==> src/rtl/sftb_pkg.sv <==
// sftb_pkg: shared states and constants for the sample scheduler
package sftb_pkg;
  typedef enum logic [1:0] {IDLE, FILL, RUN, DRAIN} state_t;
  localparam int SFTB_DATA_W = 32;
  localparam logic [SFTB_DATA_W-1:0] SFTB_SILENCE = '0;
endpackage

==> src/rtl/sftb_sample_fifo.sv <==
// sftb_sample_fifo: power-of-2 synchronous FIFO with flush and occupancy output
module sftb_sample_fifo
  import sftb_pkg::*;
#(
  parameter int DATA_W = SFTB_DATA_W,
  parameter int DEPTH  = 8
) (
  input  logic                     c,
  input  logic                     r_n,
  input  logic                     push,
  input  logic                     pop,
  input  logic                     flush,
  input  logic [DATA_W-1:0]        din,
  output logic [DATA_W-1:0]        dout,
  output logic                     full,
  output logic                     empty,
  output logic [$clog2(DEPTH):0]   level
);
  localparam int AW = $clog2(DEPTH);
  logic [DATA_W-1:0] mem [DEPTH];
  logic [AW-1:0] wr_q, rd_q;
  logic do_push, do_pop;
  assign full    = level == (AW+1)'(DEPTH);
  assign empty   = level == '0;
  assign do_pop  = pop && !empty;
  assign do_push = push && (!full || do_pop);
  assign dout    = mem[rd_q];
  always_ff @(posedge c or negedge r_n)
    if (!r_n) begin
      wr_q  <= '0;
      rd_q  <= '0;
      level <= '0;
    end else if (flush) begin
      wr_q  <= '0;
      rd_q  <= '0;
      level <= '0;
    end else begin
      wr_q  <= wr_q + AW'(do_push);
      rd_q  <= rd_q + AW'(do_pop);
      level <= level + (AW+1)'(do_push) - (AW+1)'(do_pop);
    end
  always_ff @(posedge c)
    if (do_push && !flush) mem[wr_q] <= din;
endmodule

==> src/rtl/sftb_sample_scheduler.sv <==
// sftb_sample_scheduler: prefetches samples over req/ack and emits one per divided tick.
// SFTB_UNDERRUN_HOLD_EN: hold the previous sample on underrun instead of emitting silence.
module sftb_sample_scheduler
  import sftb_pkg::*;
#(
  parameter int DATA_W  = SFTB_DATA_W,
  parameter int DEPTH   = 8,
  parameter int PREFILL = 4,
  parameter int DIV_W   = 16
) (
  input  logic                   c,
  input  logic                   r_n,
  input  logic                   start,
  input  logic                   stop,
  input  logic [DIV_W-1:0]       div,
  output logic                   fetch_req,
  input  logic                   fetch_ack,
  input  logic [DATA_W-1:0]      fetch_data,
  input  logic                   fetch_eof,
  output logic [DATA_W-1:0]      x,
  output logic                   x_valid,
  output logic                   busy,
  output logic                   underrun,
  output logic [$clog2(DEPTH):0] level
);
  localparam int LW = $clog2(DEPTH) + 1;
  state_t state_q, state_d;
  logic [DIV_W-1:0] div_q, cnt_q;
  logic [DATA_W-1:0] head;
  logic [LW-1:0] level_d;
  logic eof_q, eof_d, ack_v, active, push, pop, flush, tick, done, req_d, full, empty;
  sftb_sample_fifo #(.DATA_W(DATA_W), .DEPTH(DEPTH)) u_fifo (
    .c(c), .r_n(r_n), .push(push), .pop(pop), .flush(flush), .din(fetch_data),
    .dout(head), .full(full), .empty(empty), .level(level)
  );
  assign busy = state_q != IDLE;
  always_comb begin
    ack_v   = fetch_req && fetch_ack;
    active  = state_q == FILL || state_q == RUN;
    done    = state_q == RUN && empty && eof_q;
    tick    = state_q == RUN && !stop && !done && cnt_q == div_q;
    pop     = tick && !empty;
    push    = active && !stop && ack_v && !fetch_eof && (!full || pop);
    eof_d   = eof_q || (active && ack_v && fetch_eof);
    flush   = state_q == DRAIN && (!fetch_req || ack_v);
    level_d = flush ? '0 : level + LW'(push) - LW'(pop);
    // a pending request must survive into DRAIN so its ack can be absorbed
    req_d   = (fetch_req && !ack_v) || (active && !stop && !eof_d && level_d < LW'(DEPTH));
    state_d = state_q;
    case (state_q)
      IDLE:    state_d = start ? FILL : IDLE;
      FILL:    state_d = stop ? DRAIN : (eof_q && empty) ? IDLE
                       : (level >= LW'(PREFILL) || eof_q) ? RUN : FILL;
      RUN:     state_d = stop ? DRAIN : done ? IDLE : RUN;
      DRAIN:   state_d = flush ? IDLE : DRAIN;
      default: state_d = IDLE;
    endcase
  end
  always_ff @(posedge c or negedge r_n)
    if (!r_n) begin
      state_q   <= IDLE;
      div_q     <= '0;
      cnt_q     <= '0;
      eof_q     <= 1'b0;
      fetch_req <= 1'b0;
      x         <= '0;
      x_valid   <= 1'b0;
      underrun  <= 1'b0;
    end else begin
      state_q   <= state_d;
      fetch_req <= req_d;
      x_valid   <= tick;
      cnt_q     <= (state_q == RUN && !stop) ? (cnt_q == div_q ? '0 : cnt_q + 1'b1) : '0;
      if (state_q == IDLE && start) begin
        div_q    <= div;
        eof_q    <= 1'b0;
        underrun <= 1'b0;
      end else begin
        eof_q <= eof_d;
        if (tick && empty) underrun <= 1'b1;
      end
`ifdef SFTB_UNDERRUN_HOLD_EN
      if (pop) x <= head;
`else
      if (tick) x <= pop ? head : DATA_W'(SFTB_SILENCE);
`endif
    end
endmodule

==> config.mk <==
export PLATFORM = sky130hd
export DESIGN_NAME = sftb_sample_scheduler
export DESIGN_NICKNAME = d
export VERILOG_FILES = /design/src/rtl/sftb_pkg.sv /design/src/rtl/sftb_sample_fifo.sv /design/src/rtl/sftb_sample_scheduler.sv
export SDC_FILE = /design/constraint.sdc
export NUM_CORES = 1
export LEC_CHECK = 0
export CAP_MARGIN = 20
export CORE_ASPECT_RATIO = 1.5
export CORE_MARGIN = 2
export CORE_UTILIZATION = 40
export CTS_CLUSTER_DIAMETER = 100
export CTS_CLUSTER_SIZE = 10
export DETAILED_ROUTE_END_ITERATION = 8
export PLACE_DENSITY_LB_ADDON = 0.05
export SLEW_MARGIN = 20
export SYNTH_ARGS = -nofsm -noshare
export SYNTH_HDL_FRONTEND = slang
export SYNTH_SLANG_ARGS = --single-unit
==> constraint.sdc <==
create_clock -name c -period 4.7 [get_ports c]
set_input_delay 0.94 -clock c [delete_from_list [all_inputs] [get_ports c]]
set_output_delay 0.94 -clock c [all_outputs]
set_load 0.01 [all_outputs]
==> impl_metrics.sql, run 1 <==
INSERT INTO impl_metrics (metric_group, metric, value, unit) VALUES
('routing', 'drc', '0', ''),
('clock_tree', 'numCtsBuffers', '39', ''),
('clock_tree', 'post_cts_buffers', '0', ''),
('global_routing', 'aggregate_global_route_resource_usage', '16.8', '%'),
('logic_synthesis', 'synth_top_family_by_area', 'multiplexers', ''),
('worst_setup_path', 'worst_ep_required_time', '5.12', 'ns'),
('worst_setup_path', 'crit_start', 'cnt_q[3]', ''),
('logic_synthesis', 'yosys_warnings', '0', ''),
('cells_and_area', 'antenna_cells', '0', ''),
('logic_synthesis', 'synthArstFlopShare', '23.8', '%'),
('cells_and_area', 'drive_above_1_share', '19.3', '%'),
('run', 'timing.max_cap.violations', '0', ''),
('worst_setup_path', 'worstReg2RegEnd', 'fetch_req', ''),
('routing', 'drt-total-wl', '28600', 'um'),
('logic_synthesis', 'synth.mux.area_fraction', '14.6', '%'),
('timing', 'finClkSkew', '0.0260', 'ns'),
('placed_design', 'hpwlAfterDp', '16200', 'um'),
('timing', 'fin_crit_sh', '72.3', '%'),
('floorplan', 'floorplan.rows', '82', ''),
('logic_synthesis', 'synthSimpleGateAreaFrac', '4.28', '%'),
('cells_and_area', 'synthToLayoutAreaGrowth', '19.7', '%'),
('routing', 'via_per_inst', '5.26', ''),
('placed_design', 'placed_cells_incl_taps', '1194', ''),
('clock_tree', 'longest_clk_path_bufs', '3', ''),
('global_routing', 'grt_antenna_before_repair', '1', ''),
('logic_synthesis', 'yosys_register_bits', '336', ''),
('timing', 'drv_slew', '0', ''),
('clock_tree', 'htree_levels', '2', ''),
('logic_synthesis', 'synth_area_leader_cell', 'sky130_fd_sc_hd__edfxtp_1', ''),
('power', 'static_power_due_to_leakage', '5.28', 'nW'),
('worst_setup_path', 'critical_path.max_stage_delay', '0.69', 'ns'),
('logic_synthesis', 'ys_seq_area_share', '72.4', '%'),
('logic_synthesis', 'synthCells', '693', ''),
('logic_synthesis', 'synthFlopType', 'sky130_fd_sc_hd__edfxtp_1', ''),
('floorplan', 'ios', '94', ''),
('logic_synthesis', 'post-synth-top-area-fraction', '57.4', '%'),
('logic_synthesis', 'yosys.cell_count.top_type', 'sky130_fd_sc_hd__edfxtp_1', ''),
('worst_setup_path', 'worstSetupPathType', 'flop to flop', ''),
('floorplan', 'chipHeight', '228', 'um'),
('placed_design', 'gpl.final_weighted_congestion', '0.780', ''),
('routing', 'post_drt_wl_per_cell', '22.6', 'um'),
('timing', 'max_transition_margin', '42.9', '%'),
('timing', 'period_needed', '3.40', 'ns'),
('cells_and_area', 'finish.net_count', '887', ''),
('logic_synthesis', 'yosys-top-cells-area', 'sky130_fd_sc_hd__edfxtp_1 (57%), sky130_fd_sc_hd__dfrtp_1 (15%), sky130_fd_sc_hd__mux4_2 (11%)', ''),
('cells_and_area', 'finalNonFillerCells', '1265', ''),
('logic_synthesis', 'syn-num-nets', '764', ''),
('worst_setup_path', 'cells_along_the_critical_path', 'xnor2_1, nand4_1, nor4_4, nand3_4, inv_1, ha_1, inv_1, ha_1, nand4bb_1, o31ai_1, a311oi_1, a2111oi_2', ''),
('global_routing', 'via_count_of_the_first_global_routing_pass', '7404', ''),
('logic_synthesis', 'syn_avg_cell_area', '19.3', 'um^2'),
('logic_synthesis', 'synth_enable_flop_cells', '256', ''),
('worst_setup_path', 'crit_path_max_fanout', '7', ''),
('worst_setup_path', 'slowest_stage_cell_crit_path', 'sky130_fd_sc_hd__nor4_4', ''),
('clock_tree', 'tritoncts', 'done', ''),
('timing', 'number_of_hold_violations_in_the_final_report', '0', ''),
('floorplan', 'die_width', '153', 'um'),
('status', 'outcome', 'finished, final reports clean', ''),
('clock_tree', 'clk_pin_slew_worst_paths', '0.06', 'ns'),
('logic_synthesis', 'compound_gate_portion_of_the_synthesized_area', '3.01', '%'),
('power', 'peakVddDrop', '0.000239', 'V'),
('worst_setup_path', 'setup.reg_to_reg.worst_slack', '1.30', 'ns'),
('timing', 'tightest_slew', '0.857', 'ns'),
('clock_tree', 'clock-root-buffer', 'sky130_fd_sc_hd__clkbuf_16', ''),
('global_routing', 'global_route.overflow_total', '0', ''),
('routing', 'vias', '6659', ''),
('timing', 'crit_path_setup_slack_layout', '1.30', 'ns'),
('timing', 'rsz0062_at_grt', 'no', ''),
('logic_synthesis', 'yosys.cell_types.count', '48', ''),
('worst_setup_path', 'startpoint_type', 'flop', ''),
('clock_tree', 'clock-sinks', '336', ''),
('floorplan', 'placeableCoreArea', '0.0332', 'mm^2');
-- per-stage QoR --
step                instance area, um^2  total power (W)  hold WS, ns  utilization (%)
floorplan                         13400          0.00418        0.460                -
global placement                  14800          0.00456        0.472             44.6
detailed placement                14800          0.00458        0.473             44.6
CTS                               16000          0.00740        0.488             48.1
global route                      16000          0.00762        0.501             48.2
finish                            16000          0.00729        0.483             48.2
-- cell type report --
| class | count | area (um^2) |
|---|---|---|
| Clock buffer | 69 | 1130 |
| Clock inverter | 1 | 30.0 |
| Fill cell | 2822 | 17200 |
| Inverter | 15 | 56.3 |
| Multi-Input combinational cell | 313 | 3490 |
| Sequential cell | 336 | 9700 |
| Tap cell | 420 | 526 |
| Timing Repair Buffer | 111 | 1100 |
-- power breakdown --
group	internal (W)	leakage [nW]	switching, W
clock network	0.00167	0.552	0.00111
registers	0.00335	3.33	0.000130
logic	0.000544	1.40	0.000485
-- kinds of logic (layout without fill, tap and decap cells) --
| family | after synthesis | in the layout |
|---|---|---|
| AOI/OAI and AO/OA | 49 | 49 |
| xor gates and xnor gates | 34 | 34 |
| adders and majority gates | 17 | 17 |
| buffers and inverters | 44 | 196 |
| DFF | 336 | 336 |
| muxes | 113 | 113 |
| and+or+nand+nor | 100 | 100 |
-- worst min path at each step --
stage	depth (start not counted)	slack, ns	endpoint	startpoint
after floorplan	1	0.46	cnt_q[0]	cnt_q[0]
after global placement	1	0.47	x[4]	x[4]
after detailed placement	1	0.47	x[1]	x[1]
after CTS	1	0.49	x[4]	x[4]
after global routing	1	0.50	x[2]	x[2]
final	1	0.48	x[13]	x[13]
-- routing by layer --
| layer | vias to the layer above | track usage (%) | wire length, um |
|---|---|---|---|
| met5 | - | 0 | 11 |
| met4 | 2 | 5.07 | 595 |
| met3 | 41 | 2.93 | 1300 |
| met2 | 141 | 29.7 | 15100 |
| met1 | 3477 | 21.0 | 11700 |
| li1 | 2998 | - | - |
-- flip-flops by register name, indices dropped and copies added (netlist names) --
signal        cells
div_q            16
cnt_q            16
u_fifo.wr_q       3
u_fifo.mem      256
fetch_req         1
x                32
eof_q             1
underrun          1
state_q           2
x_valid           1
u_fifo.rd_q       3
u_fifo.level      4
-- cells in the final DEF (no fill, tap or decap), types with 3 or more instances in the layout --
cell and instances:
sky130_fd_sc_hd__a21oi_1 5, sky130_fd_sc_hd__nand2_1 11, sky130_fd_sc_hd__clkdlybuf4s50_1 92, sky130_fd_sc_hd__xor2_1 5
sky130_fd_sc_hd__nand3_1 7, sky130_fd_sc_hd__nor3_2 8, sky130_fd_sc_hd__clkbuf_16 41, sky130_fd_sc_hd__buf_4 17
sky130_fd_sc_hd__nand4b_1 3, sky130_fd_sc_hd__nand4_1 8, sky130_fd_sc_hd__mux2_2 17, sky130_fd_sc_hd__mux4_2 64
sky130_fd_sc_hd__nor2b_1 4, sky130_fd_sc_hd__nor2_1 32, sky130_fd_sc_hd__edfxtp_1 256, sky130_fd_sc_hd__dfrtp_1 77
sky130_fd_sc_hd__o2bb2ai_1 32, sky130_fd_sc_hd__inv_1 15, sky130_fd_sc_hd__mux2i_1 32, sky130_fd_sc_hd__and2_1 9
sky130_fd_sc_hd__ha_1 16, sky130_fd_sc_hd__clkbuf_1 28, sky130_fd_sc_hd__xnor2_1 29
-- worst max-delay path, delay by kind of cell (launching register included) --
family,cells,cell delay [ns]
xor gates and xnor gates,1,0.21
AOI/OAI and AO/OA,3,0.89
and+or+nand+nor,4,1.11
adders and majority gates,2,0.45
DFF,1,0.44
buffers and inverters,2,0.17
No activity file was read; power rests on OpenSTA's default activity.
==> run 2: changes to the inputs <==
Clock period 4.7 ns to 3.45 ns, I/O delays scaled along.
==> run 2 against run 1 <==
Against the previous run:
- first-iteration DRC count fell by 4.2%
- sequential share of layout area shrank 0.31 points
- hold slack lost 0.27 ns
- core utilization grew 0.24 points
- power is 36% higher
- critical path depth unchanged
- largest power group unchanged
- highest routed layer is now met4
==> impl_metrics.sql, run 2 (synthesis results as in run 1) <==
INSERT INTO impl_metrics (metric_group, metric, value, unit) VALUES
('routing', 'drc', '0', ''),
('cells_and_area', 'final_cell_area', '0.0161', 'mm^2'),
('floorplan', 'start_util', '40.3', '%'),
('clock_tree', 'longest_clk_path_bufs', '3', ''),
('cells_and_area', 'multiInputGateArea', '0.00349', 'mm^2'),
('global_routing', 'grt_antenna_before_repair', '0', ''),
('routing', 'post_drt_wl_per_cell', '22.6', 'um'),
('clock_tree', 'clock-sinks', '336', ''),
('power', 'p_per_area', '616', 'mW/mm^2'),
('timing', 'crit_path_setup_slack_layout', '0.426', 'ns'),
('timing', 'finClkSkew', '0.0213', 'ns'),
('placed_design', 'gpl.final_weighted_congestion', '0.740', ''),
('timing', 'total_neg_setup_slack', '0', 'ns'),
('worst_setup_path', 'crit_path_max_fanout', '4', ''),
('timing', 'tightest_slew', '0.928', 'ns'),
('routing', 'ant_nets', '0', ''),
('timing', 'drv_slew', '0', ''),
('timing', 'max_transition_margin', '38.1', '%'),
('placed_design', 'hpwlAfterDp', '17500', 'um'),
('clock_tree', 'post_cts_buffers', '0', ''),
('cells_and_area', 'largest_register_ff_count', '256', ''),
('timing', 'number_of_hold_violations_in_the_final_report', '0', ''),
('worst_setup_path', 'critical_path.max_stage_delay', '0.44', 'ns'),
('worst_setup_path', 'cells_along_the_critical_path', 'xnor2_1, nand4_1, nor4_4, nand3_4, inv_1, ha_1, inv_1, ha_1, nand4bb_1, o31ai_1, a311oi_1, a2111oi_2', ''),
('clock_tree', 'worstSkewPairLatency', '0.53', 'ns'),
('global_routing', 'aggregate_global_route_resource_usage', '17.0', '%'),
('worst_setup_path', 'setup.reg_to_reg.worst_slack', '0.43', 'ns'),
('worst_setup_path', 'worstReg2RegEnd', 'fetch_req', ''),
('global_routing', 'grt_first_pass_wirelength', '45300', 'um'),
('worst_setup_path', 'crit_path_end_kind', 'flop', ''),
('worst_setup_path', 'slowest_stage_cell_crit_path', 'sky130_fd_sc_hd__nor4_4', ''),
('timing', 'fin_worst_hold_slack', '0.213', 'ns'),
('cells_and_area', 'fill_cells', '2870', ''),
('cells_and_area', 'commonest_non_fill_non_tap_cells_in_the_layout', 'sky130_fd_sc_hd__edfxtp_1 (256), sky130_fd_sc_hd__clkdlybuf4s50_1 (92), sky130_fd_sc_hd__dfrtp_1 (77), sky130_fd_sc_hd__mux4_2 (64), sky130_fd_sc_hd__clkbuf_16 (39)', ''),
('cells_and_area', 'final_util', '48.4', '%'),
('clock_tree', 'htree_levels', '2', ''),
('placed_design', 'place_ws', '0.251', 'ns'),
('timing', 'fin_crit_sh', '87.7', '%'),
('global_routing', 'largest_net_degree_at_the_start_of_global_routing', '52', ''),
('routing', 'drt_iter0_drc', '384', ''),
('cells_and_area', 'finish.net_count', '897', ''),
('worst_setup_path', 'startpoint_type', 'flop', ''),
('power', 'static_power_due_to_leakage', '5.33', 'nW'),
('placed_design', 'area_of_placed_instances', '0.0150', 'mm^2'),
('clock_tree', 'clk_pin_slew_worst_paths', '0.06', 'ns'),
('worst_setup_path', 'rr_startpoint', 'cnt_q[10]', ''),
('power', 'peakVddDrop', '0.000378', 'V'),
('clock_tree', 'numCtsBuffers', '39', ''),
('hold_path', 'min_path_type', 'input pin to async pin', ''),
('worst_setup_path', 'critical_path.n_buffers_inverters', '2', ''),
('global_routing', 'via_count_of_the_first_global_routing_pass', '7550', ''),
('floorplan', 'ios', '94', ''),
('worst_setup_path', 'worst_path_dominant_cell_family', 'simple AND/OR/NAND/NOR gates', ''),
('worst_setup_path', 'worstSetupPathType', 'flop to flop', ''),
('clock_tree', 'clock-root-buffer', 'sky130_fd_sc_hd__clkbuf_16', ''),
('cells_and_area', 'reg_top3', 'u_fifo.mem (256), x (32)', ''),
('cells_and_area', 'seqCellArea', '0.00970', 'mm^2'),
('floorplan', 'dieArea', '0.0350', 'mm^2'),
('cells_and_area', 'final_common_cell', 'sky130_fd_sc_hd__edfxtp_1', ''),
('clock_tree', 'post_cts_hold_buffer_count', '0', ''),
('clock_tree', 'tritoncts', 'done', ''),
('worst_setup_path', 'worst_ep_required_time', '3.87', 'ns'),
('cells_and_area', 'synthToLayoutAreaGrowth', '20.3', '%'),
('timing', 'period_needed', '3.02', 'ns'),
('cells_and_area', 'drive_above_1_share', '20.3', '%'),
('floorplan', 'die_width', '153', 'um'),
('worst_setup_path', 'arrival', '3.44', 'ns'),
('timing', 'rsz0062_at_grt', 'no', ''),
('routing', 'via_per_inst', '5.26', ''),
('floorplan', 'chipHeight', '228', 'um'),
('floorplan', 'placeableCoreArea', '0.0332', 'mm^2'),
('routing', 'vias', '6717', ''),
('cells_and_area', 'antenna_cells', '0', ''),
('worst_setup_path', 'reg2reg_depth', '12', ''),
('status', 'outcome', 'finished, final reports clean', ''),
('run', 'timing.max_cap.violations', '0', ''),
('routing', 'drt-total-wl', '28800', 'um'),
('routing', 'first_pass_iters', '4', ''),
('floorplan', 'floorplan.rows', '82', ''),
('timing', 'finalSetupViolCount', '0', ''),
('placed_design', 'placement.io_buffers', '93', ''),
('timing', 'fmaxAchievable', '331', 'MHz'),
('clock_tree', 'cts.repair.resized', '0', ''),
('cells_and_area', 'regMostFlops', 'u_fifo.mem', ''),
('global_routing', 'global_route.overflow_total', '0', '');
-- run 2: cell type report --
| type | count | share of cell area, % |
|---|---|---|
| clock buffer | 67 | 6.71 |
| multi-input combinational | 313 | 21.7 |
| timing repair buffer | 121 | 7.46 |
| tap | 420 | 3.26 |
| inverter | 15 | 0.350 |
| clock inverter | 4 | 0.350 |
| sequential | 336 | 60.2 |
-- run 2: routing by layer --
layer | vias to the layer above | GRT usage (%) | part of all wire [%]
li1 | 3018 | - | -
met1 | 3529 | 21.2 | 41
met2 | 126 | 30.5 | 53
met3 | 44 | 2.87 | 3.8
met4 | 0 | 4.96 | 2.1
met5 | - | 0 | 0
-- run 2: worst max path at each step --
stage	start	to	slack, ns	depth (start not counted)
floorplan	cnt_q[3]	u_fifo.mem[0][0]	-0.78	5
global route	cnt_q[10]	fetch_req	0.13	12
CTS	cnt_q[10]	fetch_req	0.38	12
finish	cnt_q[10]	fetch_req	0.43	12
global placement	stop	fetch_req	0.32	11
detailed placement	stop	fetch_req	0.25	11
-- run 2: per-stage QoR --
stage                     power (W)  std cells
after floorplan             0.00570        693
after global placement      0.00624       1205
after detailed placement    0.00626       1205
after CTS                    0.0101       1276
after global routing         0.0104       1276
final                       0.00992       1276
-- run 2: power by group --
group	switching [W]	leakage [nW]	internal (W)
Combinational	0.000679	1.46	0.000748
Clock	0.00156	0.541	0.00220
Sequential	0.000163	3.33	0.00457
Total	0.00240	5.33	0.00752
-- run 2: worst register-to-register path: stages (launching register included) --
cell and delay, ns:
sky130_fd_sc_hd__dfrtp_1 0.42, sky130_fd_sc_hd__xnor2_1 0.25, sky130_fd_sc_hd__nand4_1 0.18, sky130_fd_sc_hd__nor4_4 0.44, sky130_fd_sc_hd__nand3_4 0.11, sky130_fd_sc_hd__inv_1 0.09, sky130_fd_sc_hd__ha_1 0.14, sky130_fd_sc_hd__inv_1 0.06
sky130_fd_sc_hd__ha_1 0.30, sky130_fd_sc_hd__nand4bb_1 0.13, sky130_fd_sc_hd__o31ai_1 0.40, sky130_fd_sc_hd__a311oi_1 0.11, sky130_fd_sc_hd__a2111oi_2 0.30
